--- src/rtl/pipe_stage_skid.sv ---
// Elastic pipeline-stage register: valid/ready handshake with a 2-entry skid buffer and a flush squash.
// Optional `define PIPE_STAGE_PERF_EN adds saturating stall/bubble cycle counters.
module pipe_stage_skid #(
    parameter int                   PAYLOAD_W     = 160,
    parameter logic [PAYLOAD_W-1:0] RESET_PAYLOAD = {PAYLOAD_W{1'b0}}
) (
    input  logic                 clk,
    input  logic                 reset,
    input  logic                 flush,
    input  logic                 in_valid,
    output logic                 in_ready,
    input  logic [PAYLOAD_W-1:0] in_data,
    output logic                 out_valid,
    input  logic                 out_ready,
    output logic [PAYLOAD_W-1:0] out_data,
`ifdef PIPE_STAGE_PERF_EN
    output logic [31:0]          stall_cycles,
    output logic [31:0]          bubble_cycles,
`endif
    output logic [1:0]           occupancy
);

    typedef enum logic [1:0] {
        ST_EMPTY = 2'd0,
        ST_ONE   = 2'd1,
        ST_TWO   = 2'd2
    } state_t;

    state_t               state_r;
    state_t               state_nxt_s;
    logic [PAYLOAD_W-1:0] main_r;
    logic [PAYLOAD_W-1:0] main_nxt_s;
    logic [PAYLOAD_W-1:0] skid_r;
    logic [PAYLOAD_W-1:0] skid_nxt_s;
    logic                 out_valid_r;
    logic                 in_ready_r;
    logic [1:0]           occupancy_r;
    logic                 accept_s;
    logic                 emit_s;

    // Next-state and payload steering; flush squashes every entry, an Emit in that cycle is already done.
    always_comb begin
        accept_s    = in_valid & in_ready_r;
        emit_s      = out_valid_r & out_ready;
        state_nxt_s = state_r;
        main_nxt_s  = main_r;
        skid_nxt_s  = skid_r;
        if (flush) begin
            state_nxt_s = ST_EMPTY;
            main_nxt_s  = RESET_PAYLOAD;
            skid_nxt_s  = RESET_PAYLOAD;
        end else begin
            case (state_r)
                ST_EMPTY: begin
                    if (accept_s) begin
                        main_nxt_s  = in_data;
                        state_nxt_s = ST_ONE;
                    end else begin
                        state_nxt_s = ST_EMPTY;
                    end
                end
                ST_ONE: begin
                    if (accept_s && emit_s) begin
                        main_nxt_s  = in_data;
                        state_nxt_s = ST_ONE;
                    end else if (accept_s) begin
                        skid_nxt_s  = in_data;
                        state_nxt_s = ST_TWO;
                    end else if (emit_s) begin
                        state_nxt_s = ST_EMPTY;
                    end else begin
                        state_nxt_s = ST_ONE;
                    end
                end
                ST_TWO: begin
                    if (emit_s) begin
                        main_nxt_s  = skid_r;
                        state_nxt_s = ST_ONE;
                    end else begin
                        state_nxt_s = ST_TWO;
                    end
                end
                default: begin
                    state_nxt_s = ST_EMPTY;
                    main_nxt_s  = RESET_PAYLOAD;
                    skid_nxt_s  = RESET_PAYLOAD;
                end
            endcase
        end
    end

    // State, payload and handshake flags; flags are decoded from the next state so they stay registered.
    always_ff @(posedge clk) begin
        if (reset) begin
            state_r     <= ST_EMPTY;
            main_r      <= RESET_PAYLOAD;
            skid_r      <= RESET_PAYLOAD;
            out_valid_r <= 1'b0;
            in_ready_r  <= 1'b1;
            occupancy_r <= 2'd0;
        end else begin
            state_r     <= state_nxt_s;
            main_r      <= main_nxt_s;
            skid_r      <= skid_nxt_s;
            out_valid_r <= (state_nxt_s != ST_EMPTY);
            in_ready_r  <= (state_nxt_s != ST_TWO);
            occupancy_r <= state_nxt_s;
        end
    end

    assign out_valid = out_valid_r;
    assign in_ready  = in_ready_r;
    assign out_data  = main_r;
    assign occupancy = occupancy_r;

`ifdef PIPE_STAGE_PERF_EN
    logic [31:0] stall_cycles_r;
    logic [31:0] bubble_cycles_r;

    // Saturating performance counters; only reset clears them, flush cycles still count.
    always_ff @(posedge clk) begin
        if (reset) begin
            stall_cycles_r  <= 32'd0;
            bubble_cycles_r <= 32'd0;
        end else begin
            if (in_valid && !in_ready_r && (stall_cycles_r != 32'hFFFF_FFFF)) begin
                stall_cycles_r <= stall_cycles_r + 32'd1;
            end else begin
                stall_cycles_r <= stall_cycles_r;
            end
            if (!out_valid_r && out_ready && (bubble_cycles_r != 32'hFFFF_FFFF)) begin
                bubble_cycles_r <= bubble_cycles_r + 32'd1;
            end else begin
                bubble_cycles_r <= bubble_cycles_r;
            end
        end
    end

    assign stall_cycles  = stall_cycles_r;
    assign bubble_cycles = bubble_cycles_r;
`endif

endmodule

--- config.mk ---
export PLATFORM = sky130hd
export DESIGN_NAME = pipe_stage_skid
export DESIGN_NICKNAME = d
export VERILOG_FILES = /design/src/rtl/pipe_stage_skid.sv
export SDC_FILE = /design/constraint.sdc
export NUM_CORES = 1
export LEC_CHECK = 0
export CORE_ASPECT_RATIO = 1.75
export CORE_UTILIZATION = 40
export DETAILED_ROUTE_END_ITERATION = 8
export PLACE_DENSITY = 0.73
export SYNTH_ARGS = -nofsm -noshare
export SYNTH_HDL_FRONTEND = slang
export SYNTH_SLANG_ARGS = --single-unit
--- constraint.sdc ---
create_clock -name clk -period 1.5 [get_ports clk]
set_input_delay 0.3 -clock clk [delete_from_list [all_inputs] [get_ports clk]]
set_output_delay 0.3 -clock clk [all_outputs]
set_load 0.005 [all_outputs]
==> results of run 1 <==
-- logic make-up (layout without fill, tap and decap cells) --
kind of cell           Yosys count  after routing  synth area share
AOI/OAI and AO/OA              489            489             0.251
buffers and inverters          196            572            0.0591
DFF                            324            324             0.468
other                            0              5                 0
and+or+nand+nor                654            654             0.222
-- worst max path at each step --
stage,startpoint,to
2_1_floorplan,occupancy[1],out_data[100]
3_3_place_gp,out_ready,out_data[66]
3_5_place_dp,out_ready,out_data[40]
4_1_cts,occupancy[1],out_data[17]
5_1_grt,occupancy[1],out_data[0]
6_report,occupancy[1],out_data[153]
-- Yosys cell counts (all sizes together) (2+ instances only) --
| cell type | number |
|---|---|
| dfxtp | 324 |
| nor2 | 165 |
| nand2 | 163 |
| a31oi | 161 |
| nand3 | 161 |
| nor2b | 161 |
| a211oi | 160 |
| o211ai | 160 |
| clkbuf | 128 |
| buf | 66 |
| a21oi | 3 |
| a221oi | 2 |
| or2 | 2 |
-- layer usage --
metal | track usage | vias to the layer above
met5 | 0 | -
met4 | 0.201 | 0
met3 | 0.0352 | 171
met2 | 0.455 | 537
met1 | 0.266 | 6759
li1 | - | 6773
-- final cells by class --
class	count	area [um^2]	area share
multi-input cells	1143	7040	0.330
inverters	2	15.0	0.000703
clock inverters	9	130	0.00610
repair buffers	513	6050	0.283
well taps	455	569	0.0267
flip-flops and latches	324	6570	0.308
clock buffers	48	960	0.0450
diodes	5	12.5	0.000586
-- power by group through the flow --
stage	sequential, uW	combinational, uW	clock [uW]
after floorplan	9200	1340	0
after CTS	9030	3450	8400
final	9040	3670	8300
after detailed placement	9220	2930	0
after global placement	9210	2890	0
after global routing	9060	3910	8720
-- worst register-to-register path, delay by kind of cell, from the launching register on --
kind | cells | cell delay (ns)
buffers and inverters | 4 | 0.72
flip-flops | 1 | 0.34
AO/OA/AOI/OAI | 2 | 0.44
AND/OR/NAND/NOR | 2 | 0.18
-- registers in the layout (all words and copies together) (netlist names) --
register   flops
skid_r       160
occupancy      2
in_ready       1
out_data     160
out_valid      1
-- per-stage QoR --
stage               setup TNS, ns  worst slack [ns]  utilization
finish                     -52.06            -0.278        0.628
global route               -72.63            -0.332        0.628
floorplan                  -0.426           -0.0106            -
global placement          -156.69            -0.579        0.541
CTS                        -53.97            -0.253        0.611
detailed placement        -168.37            -0.666        0.541
-- repair_timing --
action | 4_1_cts | 5_1_grt
endpoints found under the hold margin | 0 | 0
endpoints found under the setup margin | 481 | 338
setup buffers | 31 | 11
resized for setup | 331 | 104
pin swaps | 40 | 37
gates cloned | 29 | 6
==> flow_metrics.py, run 1 <==
metrics = {
    "clocking": {
        "cts_buffers": 31,
        "cts_hold_buf": 0,
        "ctsHtreeMaxLevel": 1,
        "cts_root_buf": "clkbuf_16",
        "cts_sinks": 324,
        "cts_max_path_buffers": 3,
        "clk_pin_slew_worst_paths_ns": 0.07,
        "clock_latency_ns": 0.57,
        "cts_tree": "yes",
    },
    "yosys": {
        "synth_edf_count": 0,
        "synthesis.area_mm2": 0.0139,
        "ys_warn_count": 0,
        "synth_top_area_frac": 0.468,
        "ys_top_cells_by_area": "dfxtp_1 47%, a211oi_1 8.7%, o211ai_1 8.7%, a31oi_1 7.3%, nor2b_1 7.3%",
        "ys_ff_latch": 324,
        "syn_nets": 1828,
        "seq_area_frac_synth": 0.468,
        "yosysTopAreaCell": "dfxtp_1",
        "synth_cell_types": 23,
        "syn_inst": 1663,
        "async_flop_share": 0,
        "syn_avg_cell_area_um2": 8.34,
        "synth_ff_type": "dfxtp_1",
    },
    "setup_path": {
        "reg2reg_setup_slack_ns": -0.28,
        "cp-start-kind": "flop",
        "cp_max_fo": 8,
        "crit_path_end_kind": "flop",
        "critPathArrivalTime_ns": 2.25,
        "crit_chain": "buf_6, nor2b_4, a221oi_4, buf_12, bufbuf_16, buf_4, nor2_1, a211oi_1",
        "path_buf_inv": 4,
        "cp_num_cells": 8,
        "max_stage_delay_ns": 0.34,
        "regToRegStartpoint": "occupancy[1]",
        "reg2reg_depth": 8,
        "cp_data_required_time_ns": 1.97,
        "critical_path.slowest_cell": "dfxtp_4",
        "crit_family": "buffers and inverters",
        "r2r_end": "out_data[153]",
        "crit_type": "reg2reg",
    },
    "floorplan": {
        "rows": 89,
        "dieWidth_um": 143,
        "io_pins": 329,
        "fp.dieH_um": 248,
        "core_mm2": 0.0340,
        "die_area_mm2": 0.0354,
        "start_util": 0.408,
    },
    "sta": {
        "fin_ws_ns": -0.278,
        "setup_viol": 330,
        "post-route-period-util": 1.19,
        "fin_skew_ns": 0.0177,
        "fmax_ghz": 0.563,
        "worstMarginPinSlew_ns": 0.399,
        "whs_ns": 0.307,
        "min_period_ns": 1.78,
        "hold_viol_final": 0,
        "slew_headroom": 0.734,
        "rsz0062_at_grt": "yes",
        "final-max-slew-violation-count": 0,
    },
    "cells_and_area": {
        "nFillCells": 2739,
        "final_area_mm2": 0.0213,
        "areaGrowthSynthToFinish_pct": 54.0,
        "nets": 2180,
        "layout_commonest_cell": "dfxtp_1",
        "drive_gt1_frac": 0.196,
        "final_cells": 2499,
        "layout_common_cells": "269 x dfxtp_1, 164 x clkdlybuf4s50_1",
    },
    "hold_path": {
        "worstHoldPathType": "in2reg",
        "hold_end": "skid_r[66]",
        "hold_path_depth": 3,
        "worstHoldStart": "in_data[66]",
    },
    "drt": {
        "dr.pass1.iters": 5,
        "routed-wl-met3_um": 2400,
        "highest_layer": "met4",
        "wl_um": 47900,
        "viasPerCell": 5.70,
        "postRouteAntennaNets": 0,
        "detail_route.wl_per_cell_um": 19.2,
        "drc": 0,
        "num_vias": 14200,
        "drt-met1-wl_um": 17400,
        "dr_wl_met2_um": 24600,
        "drtIter0Drc": 581,
    },
    "pwr": {
        "p_int_uw": 15700,
        "p_sw_frac": 0.253,
        "power_uw": 21000,
        "p_per_area_mw_per_mm2": 984,
        "power_switching_uw": 5310,
        "seqPwrFrac": 0.430,
        "p_clk_frac": 0.395,
        "combPwrFrac": 0.175,
        "ir_worst_vdd_v": 0.00102,
        "power.leakage_uw": 0.00906,
    },
    "global_routing": {
        "grt_pass1_vias": 13600,
        "grt_max_degree": 95,
        "grt_pass1_wl_um": 71000,
        "grt_usage": 0.255,
        "overflow": 0,
        "antenna_found_initial": 3,
    },
    "status": {
        "violations": "negative setup slack",
        "status": "finished with violations",
    },
    "placement": {
        "placed_cells": 2366,
        "hpwl_um": 29200,
        "placed_cell_area_mm2": 0.0184,
        "io_buffers": 328,
        "routabilityCongestion": 0.825,
    },
    "flow_run": {
        "drv_cap": 0,
    },
}
Power figures use the tool's default switching activity.
==> run 2: changes to the inputs <==
--- a/config.mk
+++ b/config.mk
@@ -8,7 +8,7 @@
 export CORE_ASPECT_RATIO = 1.75
 export CORE_UTILIZATION = 40
 export DETAILED_ROUTE_END_ITERATION = 8
-export PLACE_DENSITY = 0.73
+export PLACE_DENSITY = 0.67
 export SYNTH_ARGS = -nofsm -noshare
 export SYNTH_HDL_FRONTEND = slang
 export SYNTH_SLANG_ARGS = --single-unit
==> flow_metrics.py, run 2 (same netlist as run 1, synthesis figures left out) <==
metrics = {
    "sta": {
        "fin_skew_ns": 0.0136,
        "hold_viol_final": 0,
        "final-max-slew-violation-count": 0,
        "fin_ws_ns": -0.251,
        "worstMarginPinSlew_ns": 0.472,
        "post-route-period-util": 1.17,
        "min_period_ns": 1.75,
        "slew_headroom": 0.685,
        "setup_viol": 325,
        "fmax_ghz": 0.571,
        "rsz0062_at_grt": "yes",
    },
    "flow_run": {
        "drv_cap": 0,
    },
    "global_routing": {
        "antenna_found_initial": 3,
        "grt_max_degree": 71,
        "overflow": 0,
        "grt_usage": 0.248,
        "grt_pass1_wl_um": 69400,
        "grt_pass1_vias": 13100,
    },
    "setup_path": {
        "crit_type": "reg2reg",
        "critPathArrivalTime_ns": 2.22,
        "crit_path_end_kind": "flop",
        "cp_data_required_time_ns": 1.97,
        "cp-start-kind": "flop",
        "cp_max_fo": 7,
    },
    "clocking": {
        "cts_tree": "yes",
        "clock_latency_ns": 0.56,
        "clk_pin_slew_worst_paths_ns": 0.06,
        "cts_root_buf": "clkbuf_16",
        "cts_sinks": 324,
        "cts_buffers": 31,
        "cts_hold_buf": 0,
        "ctsHtreeMaxLevel": 1,
        "cts_max_path_buffers": 3,
    },
    "cells_and_area": {
        "drive_gt1_frac": 0.205,
        "areaGrowthSynthToFinish_pct": 52.6,
        "nets": 2170,
        "layout_common_cells": "267 x dfxtp_1, 164 x clkdlybuf4s50_1, 162 x nand2_1",
        "area.sequential_mm2": 0.00657,
        "final_cells": 2485,
        "nFillCells": 2862,
        "layout_commonest_cell": "dfxtp_1",
        "multi_input_area_mm2": 0.00721,
    },
    "floorplan": {
        "core_mm2": 0.0340,
        "die_area_mm2": 0.0354,
        "io_pins": 329,
        "dieWidth_um": 143,
        "start_util": 0.408,
        "rows": 89,
        "fp.dieH_um": 248,
    },
    "drt": {
        "num_vias": 14000,
        "wl_um": 48100,
        "postRouteAntennaNets": 0,
        "drtIter0Drc": 728,
        "dr.pass1.iters": 5,
        "drc": 0,
        "viasPerCell": 5.63,
        "detail_route.wl_per_cell_um": 19.3,
    },
    "pwr": {
        "p_per_area_mw_per_mm2": 974,
        "power.leakage_uw": 0.00892,
        "ir_worst_vdd_v": 0.000784,
    },
    "status": {
        "violations": "negative setup slack",
        "status": "finished with violations",
    },
    "placement": {
        "hpwl_um": 28900,
        "placed_cells": 2364,
        "place_ws_ns": -0.703,
        "io_buffers": 328,
        "routabilityCongestion": 0.799,
    },
    "hold_path": {
        "worstHoldPathType": "in2reg",
    },
}
## run 2: cell types whose count changed in the layout (fill, tap and decap cells not counted), sizes merged
cell / change
inv: -1
buf: -18
dlymetal6s2s: -1
clkbuf: +10
clkinv: +1
clkdlybuf4s15: +1
diode: -2
bufbuf: -3
bufinv: -1
## run 2: stage by stage
stage                     utilization  total power (uW)  setup TNS, ns  hold slack, ns  cell area (um^2)
after floorplan                     -             10500         -0.426           0.423             14000
after global placement          0.539             12100        -156.87           0.462             18300
after detailed placement        0.539             12100        -169.06           0.467             18300
after CTS                       0.597             20400         -19.54           0.274             20300
after global routing            0.623             21400         -61.30           0.304             21200
final                           0.623             20600         -40.09           0.297             21200
## run 2: critical path, stage by stage (launching register included)
cell and delay, ns:
dfxtp_4 0.35, a21boi_4 0.15, a221oi_4 0.30, buf_6 0.21
buf_12 0.17, buf_12 0.12, buf_12 0.11, nor2_2 0.04
a211oi_2 0.20
## run 2: cell type report
type / instances / share of cell area
well taps: 455 / 0.0269
repair buffers: 503 / 0.273
diodes: 3 / 0.000355
clock inverters: 8 / 0.00438
clock buffers: 47 / 0.0438
multi-input cells: 1143 / 0.341
inverters: 2 / 0.000710
flip-flops and latches: 324 / 0.310
## run 2: layer usage
layer | track usage | share of wire
met5 | 0 | 0
met4 | 0.149 | 0.062
met3 | 0.0352 | 0.048
met2 | 0.456 | 0.52
met1 | 0.267 | 0.37
## run 2: power by group
part           switching [uW]  internal [uW]
combinational            1780           1870
clock                    3340           4580
sequential                174           8870
total                    5300          15300
## run 2: worst paths after layout
kind | startpoint | end | slack, ns | cells after the start
setup reg to reg | occupancy[0] | out_data[90] | -0.25 | 8
setup / recovery | occupancy[0] | out_data[90] | -0.25 | 8
hold reg to reg | skid_r[58] | skid_r[58] | 0.47 | 2
hold / removal | in_data[121] | skid_r[121] | 0.30 | 3
## run 2: repair_timing
action                                  4_1_cts  5_1_grt
gates resized for setup                     351      110
setup buffers                                24       13
pin swaps                                    38       25
cloned                                       16       21
endpoints found under the setup margin      478      347
